<file path="src/rtl/bt656_capture_ctrl.sv">
// bt656_capture_ctrl: sequences one interlaced frame (or back-to-back frames)
// from the BT.656 decoder stream into a 16-bit frame memory via a small write FIFO.
//   TD_CLK_27    27 MHz clock, rising edge
//   reset        asynchronous active-low reset
//   YCbCr        decoder pixel word
//   field        decoder field flag (0 = first field)
//   active_video decoder active-line qualifier
//   Data_Valid   decoder word strobe
//   start        one-cycle capture command (accepted only when idle)
//   continuous   1 = capture frames back-to-back
//   mem_req      write request (FIFO non-empty)
//   mem_gnt      arbiter grant; write completes on mem_req && mem_gnt
//   mem_addr     write address (FIFO head)
//   mem_wdata    write data (FIFO head)
//   busy         capture in progress
//   done         one-cycle frame-complete pulse
//   overflow     sticky write-drop flag, cleared by the next accepted start
module bt656_capture_ctrl #(
  parameter int H_ACTIVE   = 720,
  parameter int V_ACTIVE   = 244,
  parameter int ADDR_W     = 19,
  parameter int FIFO_DEPTH = 8
) (
  input  logic              TD_CLK_27,
  input  logic              reset,
  input  logic [15:0]       YCbCr,
  input  logic              field,
  input  logic              active_video,
  input  logic              Data_Valid,
  input  logic              start,
  input  logic              continuous,
  output logic              mem_req,
  input  logic              mem_gnt,
  output logic [ADDR_W-1:0] mem_addr,
  output logic [15:0]       mem_wdata,
  output logic              busy,
  output logic              done,
  output logic              overflow
);
  localparam int PW = $clog2(H_ACTIVE + 1);
  localparam int LW = $clog2(V_ACTIVE + 1);
  localparam int AW = $clog2(FIFO_DEPTH);
  localparam logic [PW-1:0]     H_END     = PW'(H_ACTIVE);
  localparam logic [LW-1:0]     V_END     = LW'(V_ACTIVE);
  localparam logic [AW:0]       FULL_CNT  = (AW + 1)'(FIFO_DEPTH);
  localparam logic [ADDR_W-1:0] LINE_STEP = ADDR_W'(2 * H_ACTIVE);
  localparam logic [ADDR_W-1:0] F1_BASE   = ADDR_W'(H_ACTIVE);

  typedef enum logic [1:0] {IDLE, ARMED, CAPT, DRAIN} state_t;

  state_t              state_q;
  logic                field_q, av_q, ovf_q;
  logic [PW-1:0]       pix_q;
  logic [LW-1:0]       line_q;
  logic [ADDR_W-1:0]   base_q;
  logic [ADDR_W+15:0]  mem_q [FIFO_DEPTH];
  logic [AW-1:0]       wr_q, rd_q;
  logic [AW:0]         cnt_q;
  logic                fs_edge, ft_edge, eol, push, pop, full, empty, wr_en, drain_done;

  // base_q holds (2*line + field)*H_ACTIVE, so the address needs only an adder
  assign fs_edge    = field_q & ~field;
  assign ft_edge    = ~field_q & field;
  assign eol        = av_q & ~active_video & (pix_q != '0);
  assign empty      = cnt_q == '0;
  assign full       = cnt_q == FULL_CNT;
  assign pop        = mem_req & mem_gnt;
  assign push       = state_q == CAPT && Data_Valid && active_video && pix_q < H_END && line_q < V_END;
  assign wr_en      = push & (~full | pop);
  assign drain_done = state_q == DRAIN && empty;
  assign done       = (state_q == CAPT && fs_edge && continuous) || drain_done;
  assign busy       = state_q != IDLE && !drain_done;
  assign mem_req    = ~empty;
  assign overflow   = ovf_q;
  assign {mem_addr, mem_wdata} = empty ? '0 : mem_q[rd_q];

  always_ff @(posedge TD_CLK_27)
    if (wr_en) mem_q[wr_q] <= {base_q + ADDR_W'(pix_q), YCbCr};

  always_ff @(posedge TD_CLK_27 or negedge reset) begin
    if (!reset) begin
      state_q <= IDLE;
      field_q <= 1'b1;
      av_q    <= 1'b0;
      ovf_q   <= 1'b0;
      pix_q   <= '0;
      line_q  <= '0;
      base_q  <= '0;
      wr_q    <= '0;
      rd_q    <= '0;
      cnt_q   <= '0;
    end else begin
      field_q <= field;
      av_q    <= active_video;
      case (state_q)
        IDLE: if (start) begin
          state_q <= ARMED;
          ovf_q   <= 1'b0;
        end
        ARMED: if (fs_edge) begin
          state_q <= CAPT;
          pix_q   <= '0;
          line_q  <= '0;
          base_q  <= '0;
        end
        CAPT: if (fs_edge) begin
          state_q <= continuous ? CAPT : DRAIN;
          pix_q   <= '0;
          line_q  <= '0;
          base_q  <= '0;
        end else if (ft_edge) begin
          pix_q   <= '0;
          line_q  <= '0;
          base_q  <= F1_BASE;
        end else if (eol) begin
          pix_q   <= '0;
          // line saturates at V_ACTIVE so later lines stay clipped
          if (line_q < V_END) begin
            line_q <= line_q + 1'b1;
            base_q <= base_q + LINE_STEP;
          end
        end else if (push) pix_q <= pix_q + 1'b1;
        default: if (empty) state_q <= IDLE;
      endcase
      if (push && full && !pop) ovf_q <= 1'b1;
      if (wr_en) wr_q <= wr_q + 1'b1;
      if (pop) rd_q <= rd_q + 1'b1;
      cnt_q <= cnt_q + (AW + 1)'(wr_en) - (AW + 1)'(pop);
    end
  end
endmodule

</file>
<file path="config.mk">
export PLATFORM = sky130hd
export DESIGN_NAME = bt656_capture_ctrl
export DESIGN_NICKNAME = d
export VERILOG_FILES = /design/src/rtl/bt656_capture_ctrl.sv
export SDC_FILE = /design/constraint.sdc
export NUM_CORES = 1
export LEC_CHECK = 0
export CORE_MARGIN = 4
export CORE_UTILIZATION = 55
export DETAILED_ROUTE_END_ITERATION = 16
export GPL_TIMING_DRIVEN = 1
export MAX_ROUTING_LAYER = met4
export PLACE_DENSITY = 0.76
export SYNTH_ARGS = -nofsm -noshare
export SYNTH_HDL_FRONTEND = slang
export SYNTH_SLANG_ARGS = --single-unit
</file>
<file path="constraint.sdc">
create_clock -name TD_CLK_27 -period 13.58 [get_ports TD_CLK_27]
set_clock_uncertainty 0.2 [all_clocks]
set_input_delay 2.716 -clock TD_CLK_27 [delete_from_list [all_inputs] [get_ports TD_CLK_27]]
set_output_delay 2.716 -clock TD_CLK_27 [all_outputs]
set_load 0.005 [all_outputs]
</file>
==> results of run 1 <==
kinds of logic (layout without fill, tap and decap cells):
kind of cell	count (synthesis)	count (layout)	synth area share, %
mux	111	111	14.5
buf+inv	60	155	2.08
compound gates	95	95	4.69
simple gates	149	149	5.42
flops	328	328	69.8
xor+xnor	20	20	1.27
fa+ha+maj	25	25	2.32
power by group:
part	total (mW)	leakage [nW]	switching, mW	internal [mW]
clock	0.864	0.515	0.364	0.500
combinational	0.946	1.87	0.463	0.483
sequential	1.24	3.26	0.0676	1.18
total	3.05	5.65	0.894	2.16
critical path, cell delays in order:
cell and delay [ps]:
clkdlybuf4s50_1 530, inv_1 60, ha_1 240, a32o_1 260, clkdlybuf4s50_1 440
placed cells by master, fill, tap and decap left out, types with 7 or more instances in the layout:
cell type          n
a21oi_1           11
a31oi_1           10
a41oi_1            7
and3_1            11
buf_4             13
clkbuf_1           7
clkbuf_16         35
clkdlybuf4s50_1   61
clkinv_1           8
dfrtp_1           44
edfxtp_1         280
ha_1              24
inv_1             18
mux2i_1           37
mux4_2            70
nand2_1           21
nand2b_1          14
nand3_1           16
nor2_1            45
o21ai_0           26
o31ai_1           11
xnor2_1           14
area by class of cell:
type	count	area, um2
fillers	1618	8670
inverters	18	67.6
well taps	324	405
multi-input cells	400	3940
flip-flops and latches	328	9620
repair buffers	75	713
clock buffers	43	916
clock inverters	19	139
state kept, by name, indices dropped and copies added (netlist names):
name	count
line_q	8
rd_q	3
mem_q	280
base_q	15
pix_q	10
state_q	2
field_q	1
wr_q	3
av_q	1
cnt_q	4
overflow	1
worst max path at each step:
stage / startpoint / to / slack (ps) / cells after the start
3_3_place_gp: field / done / 6460 / 5
2_1_floorplan: Data_Valid / mem_q[0][0] / 7070 / 5
6_report: field / done / 6420 / 5
4_1_cts: field / done / 6420 / 5
3_5_place_dp: field / done / 6420 / 5
5_1_grt: field / done / 6380 / 5
per-stage QoR:
step	power, mW	hold slack (ps)	worst slack (ps)	cells	util [%]
2_1_floorplan	1.88	238	7070	788	-
3_3_place_gp	2.18	258	6460	1145	60.3
3_5_place_dp	2.22	265	6420	1145	60.3
4_1_cts	3.09	273	6420	1207	64.6
5_1_grt	3.22	279	6380	1207	64.6
6_report	3.05	271	6420	1207	64.6
per-layer routing:
metal	wire length (um)	vias to the layer above	track usage, %
met4	460	0	4.98
met1	11100	3718	26.7
met3	1710	38	3.43
li1	-	3267	-
met2	13200	282	32.5
met5	0	-	-
==> flow_metrics.tcl, run 1 <==
set metrics [dict create \
    antenna_cells 0 \
    endpoint_kind "output port" \
    layout.nets 906 \
    route.detailed.drc 0 \
    area.growth.synth_to_final_pct 14.6 \
    clk_path_buf_depth 3 \
    finalHoldViolations 0 \
    synth_cell_types 65 \
    post-dp-hpwl_um 15300 \
    synthFlopType "edfxtp_1" \
    max_freq_mhz 140 \
    grt_pass1_vias 7647 \
    cts_setup_buffers 0 \
    port_buffers 62 \
    grt_remaining_overflow 0 \
    placed_area_um2 14700 \
    worstPathArrival_ps 4240 \
    synth_edf_count 280 \
    syn_inst 788 \
    vias 7305 \
    maxSlewViolCount 0 \
    post-route-period-util_pct 52.7 \
    worstPathMaxFanout 5 \
    fin_setup_tns_ps 0 \
    die_x_um 166 \
    hold_path_end "rd_q[2]" \
    ctsHtreeMaxLevel 2 \
    post-route-cell-area_um2 15800 \
    start_kind "input pin" \
    row_count 57 \
    worst_pin_slew_ps 1020 \
    grt_first_pass_wirelength_um 42500 \
    min_delay_path_depth 1 \
    ant_nets 0 \
    ys_seq_elements 328 \
    crit_required_ps 10660 \
    path_class "in -> out" \
    synth_area_leader_cell "edfxtp_1" \
    period_minus_slack_ps 7160 \
    dieArea_um2 27600 \
    slew-limit-headroom_pct 31.8 \
    dieHeight_um 166 \
    avgViaCountPerCell 6.05 \
    timing.rr.start "pix_q[5]" \
    cts_hold_buf 0 \
    pin_count 63 \
    cts_tree "built" \
    yosysMostFrequentCell "edfxtp_1" \
    clock_sinks 328 \
    rr_worst_depth 6 \
    drive_gt1_share_pct 17.7 \
    hold_class "reg -> reg" \
    wl_per_cell_um 21.9 \
    cts-root-buf "clkbuf_16" \
    syn_area_per_cell_um2 17.5 \
    p_leak_nw 5.65 \
    r2r-end "mem_q[7][32]" \
    min_from "rd_q[2]" \
    p_per_area_nw_per_um2 193 \
    cts_buffers 34 \
    synthesis.nets 837 \
    cts_resized 0 \
    gp_congestion 0.838 \
    drv_cap 0 \
    synth_top_cells_by_count "280 x edfxtp_1, 70 x mux4_2, 51 x nor2_1" \
    synth.top_cell.area_share_pct 61.0 \
    rsz0062_at_grt "no" \
    track_usage_pct 19.9 \
    synth_area_um2 13800 \
    grt_max_degree 71 \
    core_area_um2 24500 \
    regToRegSetupSlack_ps 10160 \
    drt_iter0_drc 664 \
    status "complete, no violations" \
    synth_warnings 0 \
    insertion_delay_ps 510 \
    start_util_pct 56.3 \
    seq_area_frac_synth_pct 69.8 \
    ir_drop_mv 0.120 \
    firstDrtPassIters 5 \
    antenna_found_initial 0 \
    synthArstFlopShare_pct 14.6 \
    finalWirelength_um 26400 \
    synth_top_cells_by_area "edfxtp_1 61%, mux4_2 11%, dfrtp_1 8.5%" \
    clkSlewWorstSetupHoldPaths_ps 60 \
    setup_violations 0 \
]
(Power assumes the default switching activity.)
==> inputs of run 2 (changes only) <==
Clock period 13.58 ns to 6.9 ns, I/O delays scaled along.
==> run 2 against run 1 <==
  * Count of clock-buffer cells in the layout grew 6
  * Core utilization shrank 0.47 points
  * Design area shrank 0.73%
  * Non-clock buffer count grew 1
  * Largest cell class unchanged
  * Register-to-register slack lost 6700 ps
  * Hold slack lost 4.4 ps
  * Sequential cell count is the same
  * Final cell count shrank 0.33%
==> flow_metrics.tcl, run 2 (same netlist as run 1, synthesis figures left out) <==
set metrics [dict create \
    status "complete, no violations" \
    clock_sinks 328 \
    cts_setup_buffers 0 \
    dr_wl_met3_um 1540 \
    fin_setup_tns_ps 0 \
    rsz0062_at_grt "no" \
    crit_family "buffers and inverters" \
    cts-root-buf "clkbuf_16" \
    ant_nets 0 \
    multiInputGateArea_um2 3940 \
    ctsHtreeMaxLevel 1 \
    antenna_found_initial 0 \
    cts_tree "built" \
    post-route-cell-area_um2 15700 \
    cts_hold_buf 0 \
    drv_cap 0 \
    p_per_area_nw_per_um2 374 \
    hold_path_end "line_q[7]" \
    grt_max_degree 49 \
    cts_buffers 31 \
    drt_iter0_drc 670 \
    wl_per_cell_um 21.8 \
    grt_remaining_overflow 0 \
    antenna_cells 0 \
    layout_commonest_cell "edfxtp_1" \
    finalWirelength_um 26200 \
    cp.buffers_inverters 2 \
    min_from "line_q[7]" \
    route.detailed.drc 0 \
    grt_pass1_vias 7600 \
    worstPathArrival_ps 3310 \
    cts_resized 0 \
    track_usage_pct 19.8 \
    cp_slowest_cell "dfrtp_2" \
    finalHoldViolations 0 \
    worstPathMaxFanout 38 \
    setup_violations 0 \
    maxSlewViolCount 0 \
    crit_required_ps 5320 \
    largest_reg_flops 280 \
    dp.cells 1146 \
    fin_util_pct 64.1 \
    vias 7303 \
    clkSlewWorstSetupHoldPaths_ps 60 \
    start_util_pct 56.3 \
    worst_pin_slew_ps 903 \
    grt_first_pass_wirelength_um 42600 \
    ir_drop_mv 0.290 \
    post-route-period-util_pct 70.9 \
    period_minus_slack_ps 4890 \
    insertion_delay_ps 550 \
    clk_path_buf_depth 3 \
    layout.nets 904 \
    regMostFlops "mem_q" \
    path_class "reg -> out" \
    r2r-end "mem_q[2][24]" \
    routed.top_layer "met4" \
    area.growth.synth_to_final_pct 13.8 \
    die_x_um 166 \
    dieHeight_um 166 \
    seqCellArea_um2 9620 \
    wl_met2_um 13400 \
    p_leak_nw 5.59 \
    cp_cell_sequence "buf_4, mux4_2, mux2i_1, nor2_1, clkdlybuf4s50_1" \
    timing.rr.start "pix_q[4]" \
    hold_class "reg -> reg" \
    slew-limit-headroom_pct 39.8 \
    post-dp-hpwl_um 15300 \
    design_power_total_mw 5.87 \
    dieArea_um2 27600 \
    avgViaCountPerCell 6.07 \
    max_freq_mhz 205 \
    slowest_delay_ps 940 \
    gp_congestion 0.826 \
    top_regs "mem_q x280, base_q x15, pix_q x10" \
    row_count 57 \
    rr_worst_depth 6 \
    firstDrtPassIters 6 \
    port_buffers 62 \
    regToRegSetupSlack_ps 3510 \
    pin_count 63 \
    nFillCells 1625 \
    start_kind "flip-flop" \
    core_area_um2 24500 \
    wl_met1_um 10900 \
    stdcell_count 1203 \
    drive_gt1_share_pct 17.4 \
    endpoint_kind "output port" \
    min_delay_path_depth 1 \
    final_cell_mix "280 x edfxtp_1, 70 x mux4_2, 61 x clkdlybuf4s50_1" \
    placed_area_um2 14700 \
]
==> run 2: worst max-delay path by stage <==
stage	from	endpoint	cells past startpoint
floorplan	Data_Valid	mem_q[0][0]	5
global placement	field	done	5
detailed placement	field	done	5
CTS	rd_q[1]	mem_addr[5]	5
global route	rd_q[1]	mem_addr[8]	5
finish	rd_q[1]	mem_addr[8]	5
==> run 2: cell type report <==
type | count | share of cell area, %
clock buffers | 49 | 5.63
clock inverters | 8 | 0.311
inverters | 18 | 0.431
multi-input cells | 400 | 25.1
flip-flops and latches | 328 | 61.3
well taps | 324 | 2.59
repair buffers | 76 | 4.60
==> run 2: per-stage QoR <==
| stage | worst slack (ps) | hold WS [ps] |
|---|---|---|
| after floorplan | 1730 | 238 |
| after global placement | 2440 | 256 |
| after detailed placement | 2430 | 259 |
| after CTS | 1950 | 270 |
| after global routing | 1840 | 302 |
| final | 2010 | 267 |
==> run 2: metal layers <==
metal,vias to the layer above,global-route usage (%)
met5,-,-
met4,0,3.81
met3,33,2.57
met2,245,32.7
met1,3768,27.1
li1,3257,-
==> run 2: power by group <==
| part | total (mW) | internal [mW] | switching [mW] |
|---|---|---|---|
| registers | 2.51 | 2.31 | 0.198 |
| clock network | 1.56 | 0.875 | 0.682 |
| logic | 1.80 | 0.952 | 0.846 |
| total | 5.87 | 4.14 | 1.73 |
